`src/rtl/ibuffer_loader.sv`:
```
// ---------------------------------------------------------------------------
// ibuffer_loader
//
// Write side of the per-PE instruction buffer. A narrow valid/ready stream
// is assembled into dataLen-bit words, least-significant beat first. Every
// packet opens with a header word carrying a target PE id and a word count.
// Packets addressed to peId are written to the instruction memory from
// address 0 upward. Packets for other PEs are consumed and dropped.
//
// Header word layout:
//   [dataLen-1 -: idBits]  target PE
//   [addrLen:0]            word count, legal range 1..DEPTH
//   all other bits         ignored
//
// Ports:
//   clk       rising-edge clock
//   reset_n   asynchronous active-low reset
//   inData    stream beat (inWidth bits)
//   inValid   beat valid
//   inReady   beat accepted when inValid && inReady
//   wrEn      instruction memory write strobe
//   wrAddr    write address (addrLen bits)
//   wrData    write data (dataLen bits), holds value while wrEn=0
//   busy      high from the first accepted header beat until the packet ends
//   loadDone  one-cycle pulse with the final write of a matching packet
//   hdrError  one-cycle pulse after a header with an illegal count
// ---------------------------------------------------------------------------
module ibuffer_loader #(
    parameter int addrLen = 5,
    parameter int dataLen = 32,
    parameter int inWidth = 16,
    parameter int peId    = 1,
    parameter int idBits  = 8
) (
    input  logic               clk,
    input  logic               reset_n,
    input  logic [inWidth-1:0] inData,
    input  logic               inValid,
    output logic               inReady,
    output logic               wrEn,
    output logic [addrLen-1:0] wrAddr,
    output logic [dataLen-1:0] wrData,
    output logic               busy,
    output logic               loadDone,
    output logic               hdrError
);

    localparam int BEATS = dataLen / inWidth;
    localparam int DEPTH = 1 << addrLen;
    localparam int BW    = (BEATS > 1) ? $clog2(BEATS) : 1;
    // Count field is one bit wider than the address so that DEPTH fits.
    localparam int CW    = addrLen + 1;

    localparam logic [BW-1:0]     LAST_BEAT = BW'(BEATS - 1);
    localparam logic [BW-1:0]     BEAT_ONE  = BW'(1);
    localparam logic [CW-1:0]     CNT_ONE   = CW'(1);
    localparam logic [CW-1:0]     CNT_ZERO  = '0;
    localparam logic [CW-1:0]     DEPTH_C   = CW'(DEPTH);
    localparam logic [idBits-1:0] PE_ID     = idBits'(peId);

    typedef enum logic [1:0] {
        HEADER = 2'd0,
        LOAD   = 2'd1,
        DONE   = 2'd2
    } state_t;

    state_t             state;
    state_t             state_nx;

    logic [BW-1:0]      beat_cnt;
    logic [CW-1:0]      word_cnt;
    logic [CW-1:0]      count_q;
    logic               match_q;
    logic [dataLen-1:0] asm_q;

    logic [dataLen-1:0] word_cur;
    logic [CW-1:0]      hdr_count;
    logic               hdr_match;
    logic               hs;
    logic               word_done;
    logic               hdr_bad;
    logic               hdr_ok;
    logic               data_done;
    logic               last_word;

    // Next state and per-cycle strobes
    always_comb begin
        state_nx  = state;
        inReady   = 1'b1;
        hs        = 1'b0;
        word_done = 1'b0;
        hdr_bad   = 1'b0;
        hdr_ok    = 1'b0;
        data_done = 1'b0;
        last_word = 1'b0;

        // Word as it would look with the current beat merged in; on the
        // last beat this is the completed word, usable in the same cycle.
        word_cur = asm_q;
        for (int b = 0; b < BEATS; b++) begin
            if (beat_cnt == BW'(b)) begin
                word_cur[b*inWidth +: inWidth] = inData;
            end
        end
        hdr_count = word_cur[CW-1:0];
        hdr_match = (word_cur[dataLen-1 -: idBits] == PE_ID);

        // The single DONE cycle holds off the next packet's first beat.
        inReady   = (state != DONE);
        hs        = inValid && inReady;
        word_done = hs && (beat_cnt == LAST_BEAT);

        case (state)
            HEADER: begin
                if (word_done) begin
                    hdr_bad = (hdr_count == CNT_ZERO) || (hdr_count > DEPTH_C);
                    hdr_ok  = !hdr_bad;
                    if (!hdr_bad) begin
                        state_nx = LOAD;
                    end
                end
            end
            LOAD: begin
                if (word_done) begin
                    data_done = 1'b1;
                    last_word = ((word_cnt + CNT_ONE) == count_q);
                    if (last_word) begin
                        state_nx = DONE;
                    end
                end
            end
            DONE: begin
                state_nx = HEADER;
            end
            default: begin
                state_nx = HEADER;
            end
        endcase
    end

    // State register
    always_ff @(posedge clk or negedge reset_n) begin
        if (!reset_n) begin
            state <= HEADER;
        end else begin
            state <= state_nx;
        end
    end

    // Beat and word counters, latched header fields
    always_ff @(posedge clk or negedge reset_n) begin
        if (!reset_n) begin
            beat_cnt <= '0;
            word_cnt <= '0;
            count_q  <= '0;
            match_q  <= 1'b0;
        end else begin
            if (hs) begin
                beat_cnt <= (beat_cnt == LAST_BEAT) ? '0 : beat_cnt + BEAT_ONE;
            end
            if (hdr_ok) begin
                count_q  <= hdr_count;
                match_q  <= hdr_match;
                word_cnt <= '0;
            end else if (data_done) begin
                word_cnt <= word_cnt + CNT_ONE;
            end
        end
    end

    // Partial word storage; stale contents are always overwritten before
    // they can reach an output, so no reset is needed here.
    always_ff @(posedge clk) begin
        if (hs) begin
            asm_q <= word_cur;
        end
    end

    // Registered outputs: every strobe appears one cycle after the
    // handshake that completes its word.
    always_ff @(posedge clk or negedge reset_n) begin
        if (!reset_n) begin
            wrEn     <= 1'b0;
            wrAddr   <= '0;
            wrData   <= '0;
            busy     <= 1'b0;
            loadDone <= 1'b0;
            hdrError <= 1'b0;
        end else begin
            wrEn     <= data_done && match_q;
            loadDone <= last_word && match_q;
            hdrError <= hdr_bad;

            if (data_done && match_q) begin
                wrAddr <= word_cnt[addrLen-1:0];
                wrData <= word_cur;
            end else if (state == DONE) begin
                wrAddr <= '0;
            end

            // A rejected header drops busy in the same cycle hdrError pulses.
            if (state == HEADER && hs) begin
                busy <= !hdr_bad;
            end else if (state == DONE) begin
                busy <= 1'b0;
            end
        end
    end

endmodule

```
`config.mk`:
```
export PLATFORM = sky130hd
export DESIGN_NAME = ibuffer_loader
export DESIGN_NICKNAME = d
export VERILOG_FILES = /design/src/rtl/ibuffer_loader.sv
export SDC_FILE = /design/constraint.sdc
export NUM_CORES = 1
export LEC_CHECK = 0
export ABC_AREA = 1
export BUFFER_PORTS_ARGS = -buffer_cell sky130_fd_sc_hd__buf_4
export CAP_MARGIN = 20
export CORE_MARGIN = 5
export CORE_UTILIZATION = 60
export CTS_CLUSTER_SIZE = 24
export DETAILED_ROUTE_END_ITERATION = 8
export PLACE_DENSITY = 0.83
export REMOVE_ABC_BUFFERS = 1
export SLEW_MARGIN = 0
export SYNTH_ARGS = -nofsm -noshare
export SYNTH_HDL_FRONTEND = slang
export SYNTH_SLANG_ARGS = --single-unit
```
`constraint.sdc`:
```
create_clock -name clk -period 4.3 [get_ports clk]
set_clock_uncertainty 0.05 [all_clocks]
set_input_delay 0.43 -clock clk [delete_from_list [all_inputs] [get_ports clk]]
set_output_delay 0.43 -clock clk [all_outputs]
set_load 0.05 [all_outputs]
```
== Word level (Yosys, flattened, before mapping) ==
Index checks and enable logic that the tools add are counted.

* Add/sub/neg operators: 2
* $lt $le $gt $ge: 1
* Reduce and logical (&&, ||, !) cells: 14
* Muxes and demuxes: 22
* Equality and inequality tests: 9

{| class="wikitable"
|+ Operators with widths
! operator !! number
|-
| $mux W16 || 2
|-
| $mux W6 || 2
|-
| $mux W1 || 11
|-
| $mux W5 || 2
|-
| $ne A2 B2 Y1 const B || 5
|-
| $eq A8 B1 Y1 const B || 1
|-
| $mux W2 || 4
|-
| $add A6 B1 Y6 const B || 1
|-
| $eq A6 B6 Y1 || 1
|-
| $gt A6 B6 Y1 const B || 1
|-
| $logic_not A6 Y1 || 1
|-
| $reduce_bool A2 Y1 || 3
|-
| $logic_and A1 B1 Y1 || 5
|-
| $pmux W2 S2 || 1
|-
| $reduce_and A4 Y1 || 1
|-
| $eq A2 B1 Y1 const B || 1
|-
| $eq A2 B2 Y1 const B || 1
|-
| $logic_not A1 Y1 || 2
|-
| $logic_not A2 Y1 || 1
|-
| $add A1 B1 Y1 const B || 1
|-
| $logic_or A1 B1 Y1 || 1
|}

* Word-level logic and storage cells: 60
* Register bits: 89
* Output and inout port bits: 42
* Bits of input ports: 19

== Depth between registers and ports, before layout ==
* Depth after elaboration: 7
* Gate-level depth with buffers: 13
* Depth with buffers taken out: 13

== Worst setup path before layout ==
No wires, ideal clock.

* Path kind: register to register
* Start: reg state[1]
* End: reg asm_q[0], enable pin
* Arrival time: 1.910 ns
* Library setup time: 0.422 ns
* Stages on the path, launching flop included: 4
* Setup slack: 1.917 ns
* Clock period less this slack: 2.383 ns
* Buffers on the path: 0
* Required time: 3.828 ns
* Path through: dfrtp_1 > inv_1 > nor2_1 > nor2_1

* Word-level cells in the longest chain between the ends: 2

{| class="wikitable"
|+ Ends and longest elaborated chain
! element !! RTL line !! RTL
|-
| start, declared || 67 || <nowiki>state_t state;</nowiki>
|-
| start signal, assigned || 146 || <nowiki>state <= state_nx;</nowiki>
|-
| $ne A2 B2 Y1 || 109 || <nowiki>inReady = (state != DONE);</nowiki>
|-
| $logic_and A1 B1 Y1 || 110 || <nowiki>hs = inValid && inReady;</nowiki>
|-
| end signal, assigned || 175 || <nowiki>asm_q <= word_cur;</nowiki>
|-
| end, declared || 74 || <nowiki>logic [dataLen-1:0] asm_q;</nowiki>
|}

Every way passes these cells.
A chain may end at the register's enable or synchronous reset.

== Worst setup path after layout ==
* Start: reg beat_cnt
* End: reg wrData[26]

* Word-level cells in the longest chain between the ends: 4
* Elaborated cells on any way between the ends: 5
* Classes of those cells: 3 x mux; 2 x reduce/logical

{| class="wikitable"
|+ Ends and longest elaborated chain
! element !! RTL line !! RTL
|-
| start, declared || 70 || <nowiki>logic [BW-1:0] beat_cnt;</nowiki>
|-
| start signal, assigned || 159 || <nowiki>beat_cnt <= (beat_cnt == LAST_BEAT) ? '0 : beat_cnt + BEAT_ONE;</nowiki>
|-
| $logic_and A1 B1 Y1 || 111 || <nowiki>word_done = hs && (beat_cnt == LAST_BEAT);</nowiki>
|-
| $mux W1 || 124 || <nowiki>if (word_done) begin</nowiki>
|-
| $mux W1 || 113 || <nowiki>case (state)</nowiki>
|-
| $logic_and A1 B1 Y1 || 194 || <nowiki>if (data_done && match_q) begin</nowiki>
|-
| end signal, assigned || 196 || <nowiki>wrData <= word_cur;</nowiki>
|-
| end, declared || 42 || <nowiki>output logic [dataLen-1:0] wrData,</nowiki>
|}

Parallel ways exist; a longest one is shown, timed or not.

==> flow_metrics.env <==
export IMPL_outcome="completed"
export IMPL_dr_first_iter_drc_count=291
export IMPL_nets=493
export IMPL_period_needed_ns=2.45
export IMPL_numCtsBuffers=9
export IMPL_tritoncts="done"
export IMPL_wl_met1_mm=3.49
export IMPL_r2r_setup_slack_ns=1.85
export IMPL_drive_gt1_share_pct=18.8
export IMPL_fillCellCount=476
export IMPL_dp_hpwl_mm=5.43
export IMPL_track_usage_pct=20.8
export IMPL_synth_cell_types=28
export IMPL_r2r_start="beat_cnt$_DFFE_PN0N_"
export IMPL_top_layer_used="met4"
export IMPL_synth_xor_area_share_pct=0.451
export IMPL_synth_seq_cells=89
export IMPL_start_util_pct=61.5
export IMPL_drt_first_pass_iters=6
export IMPL_wirelength_mm=8.25
export IMPL_clkTransAtPathRegs_ns=0.09
export IMPL_die_h_um=90.4
export IMPL_wl_per_cell_um=14.9
export IMPL_place_congestion=0.798
export IMPL_finalCritPeriodShare_pct=57.0
export IMPL_drc_errors=0
export IMPL_rows=29
export IMPL_synth_compound_area_share_pct=7.87
export IMPL_syn_to_final_growth_pct=17.0
export IMPL_slew_violations=0
export IMPL_grt_antenna_before_repair=0
export IMPL_yosysWarnings=0
export IMPL_cts_root_buf="clkbuf_8"
export IMPL_antenna_cells=0
export IMPL_maxSlewHeadroom_pct=38.1
export IMPL_grt_pass1_wl_mm=14.0
export IMPL_cts_resized=0
export IMPL_worst_slack_ns=1.85
export IMPL_synthCells=417
export IMPL_io_buffer_count=60
export IMPL_grt_pass1_vias=2979
export IMPL_wl_met2_mm=4.12
export IMPL_synth_area_sq_um=3880
export IMPL_start_kind="flip-flop"
export IMPL_cellPowerDensity_nw_per_um2=663
export IMPL_synth_simple_area_share_pct=22.8
export IMPL_cts_sinks=89
export IMPL_die_w_um=90.4
export IMPL_seq_area_frac_synth_pct=61.5
export IMPL_finalSetupViolations=0
export IMPL_die_area_sq_um=8180
export IMPL_async_flop_share_pct=64.0
export IMPL_post_place_ws_ns=1.90
export IMPL_fmax_mhz=408
export IMPL_worstPathRequired_ns=4.52
export IMPL_critPathArrivalTime_ns=2.67
export IMPL_ff2ff_path_depth=8
export IMPL_core_area_sq_um=6310
export IMPL_grt_overflow_total=0
export IMPL_synthMuxAreaShare_pct=0
export IMPL_hold_buffers=0
export IMPL_yosys_area_share_adder_pct=0.322
export IMPL_postCtsSetupRepairBufs=0
export IMPL_tns_ns=0
export IMPL_clk_latency_ns=0.36
export IMPL_critPathCaptureType="flip-flop"
export IMPL_hold_class="in2async"
export IMPL_crit_type="reg2reg"
export IMPL_synth_main_ff_cell="dfrtp_1"
export IMPL_synth_top_family_by_area="simple AND/OR/NAND/NOR gates"
export IMPL_cp_max_fo=42
export IMPL_antenna_left=0
export IMPL_grt_setup_unrepaired="no"
export IMPL_finalHoldViolations=0
export IMPL_grt_start_max_net_pins=58
export IMPL_dr_wl_met3_um=530
export IMPL_power_leakage_nw=2.32
export IMPL_max_clock_path_buffers=2
export IMPL_vias=3044
export IMPL_ios=61
export IMPL_drv_cap=0
export IMPL_rr_endpoint="wrData[26]$_DFFE_PN0N_"
export IMPL_synth_edff_count=32
export IMPL_tightest_slew_ns=0.926
export IMPL_htree_num_levels=3
export IMPL_syn_area_per_cell_sq_um=9.31
export IMPL_peakVddDrop_uv=344
export IMPL_vias_per_cell=5.48
[layout make-up]
cell class	instances	area, sq um	share of cell area (%)
Multi-Input combinational cell	274	1230	27.1
Clock buffer	10	138	3.03
Timing Repair Buffer	61	458	10.1
Inverter	38	153	3.36
Clock inverter	6	81.3	1.79
Sequential cell	89	2390	52.6
Tap cell	77	96.3	2.12
[cell usage in the layout (no fill, tap or decap)]
cell type,count
a21boi_0,1
a31oi_1,15
buf_4,61
bufinv_16,2
clkbuf_8,10
clkinv_1,1
clkinv_2,2
clkinv_4,1
clkinvlp_4,1
dfrtp_1,57
edfxtp_1,32
ha_1,1
inv_1,35
inv_4,2
nand2_1,158
nand2_2,2
nand2_4,1
nand3_1,17
nand3_2,1
nand3b_1,1
nand4_1,3
nor2_1,31
nor2_4,1
nor3_1,1
nor3_4,1
nor4_1,1
o21ai_0,27
o21ai_1,5
o21ai_2,5
xnor2_1,1
xor2_1,1
[cells in the mapped netlist, drive strengths merged (2+ instances only)]
library cell	instances	area share [%]
a31oi	15	2.4
buf	14	2.9
clkbuf	2	0.19
dfrtp	57	37
edfxtp	32	25
inv	37	3.7
nand2	161	16
nand3	18	2.5
nand4	3	0.48
nor2	32	3.1
nor3	2	0.55
o21ai	37	5.3
[where the power goes]
group / internal (mW) / switching (mW)
clock: 0.339 / 0.290
sequential: 1.14 / 0.138
combinational: 0.324 / 0.782
total: 1.80 / 1.21
[logic make-up after synthesis]
group	after synthesis
AOI/OAI and AO/OA	53
xor gates and xnor gates	2
adders and majority gates	1
buffers and inverters	54
DFF	89
and+or+nand+nor	218
[worst max path at each step]
stage	start	end	slack, ns	depth (start not counted)
floorplan	state[1]$_DFFE_PN0P_	asm_q[0]$_DFFE_PN_	1.92	3
global placement	beat_cnt$_DFFE_PN0N_	wrData[17]$_DFFE_PN0N_	1.95	8
detailed placement	beat_cnt$_DFFE_PN0N_	wrData[16]$_DFFE_PN0N_	1.90	8
CTS	beat_cnt$_DFFE_PN0N_	wrData[16]$_DFFE_PN0N_	1.88	8
global route	beat_cnt$_DFFE_PN0N_	wrData[11]$_DFFE_PN0N_	1.61	8
finish	beat_cnt$_DFFE_PN0N_	wrData[26]$_DFFE_PN0N_	1.85	8
[flip-flops by register name, summed over array words and instances, names as in the netlist]
name,count
wrData,32
wrEn,1
wrAddr,5
asm_q,32
state,2
count_q,6
match_q,1
word_cnt,6
loadDone,1
busy,1
hdrError,1
beat_cnt,1
[worst max-delay path, cell delays in order, from the launching register on]
cell and delay [ns]:
dfrtp_1 0.69, inv_4 0.26, nor3_4 0.29, nand2_2 0.14
inv_4 0.13, nand2_4 0.23, clkinv_4 0.32, nor2_1 0.07
a31oi_1 0.16
[metal layers]
| layer | up-vias | GRT usage [%] |
|---|---|---|
| met5 | - | 0 |
| met4 | 0 | 6.20 |
| met3 | 13 | 5.33 |
| met2 | 115 | 34.3 |
| met1 | 1452 | 27.2 |
| li1 | 1464 | - |
[per-stage QoR]
| step | total power [mW] | utilization [%] | std cells | hold slack (ns) | area [sq um] |
|---|---|---|---|---|---|
| floorplan | 2.05 | - | 401 | 0.0844 | 3760 |
| global placement | 2.33 | 68.5 | 539 | 0.414 | 4320 |
| detailed placement | 2.38 | 68.5 | 539 | 0.420 | 4320 |
| CTS | 3.01 | 71.9 | 555 | 0.106 | 4540 |
| global route | 3.19 | 71.9 | 555 | 0.137 | 4540 |
| finish | 3.01 | 71.9 | 555 | 0.0646 | 4540 |
No activity file was read; power rests on OpenSTA's default activity.
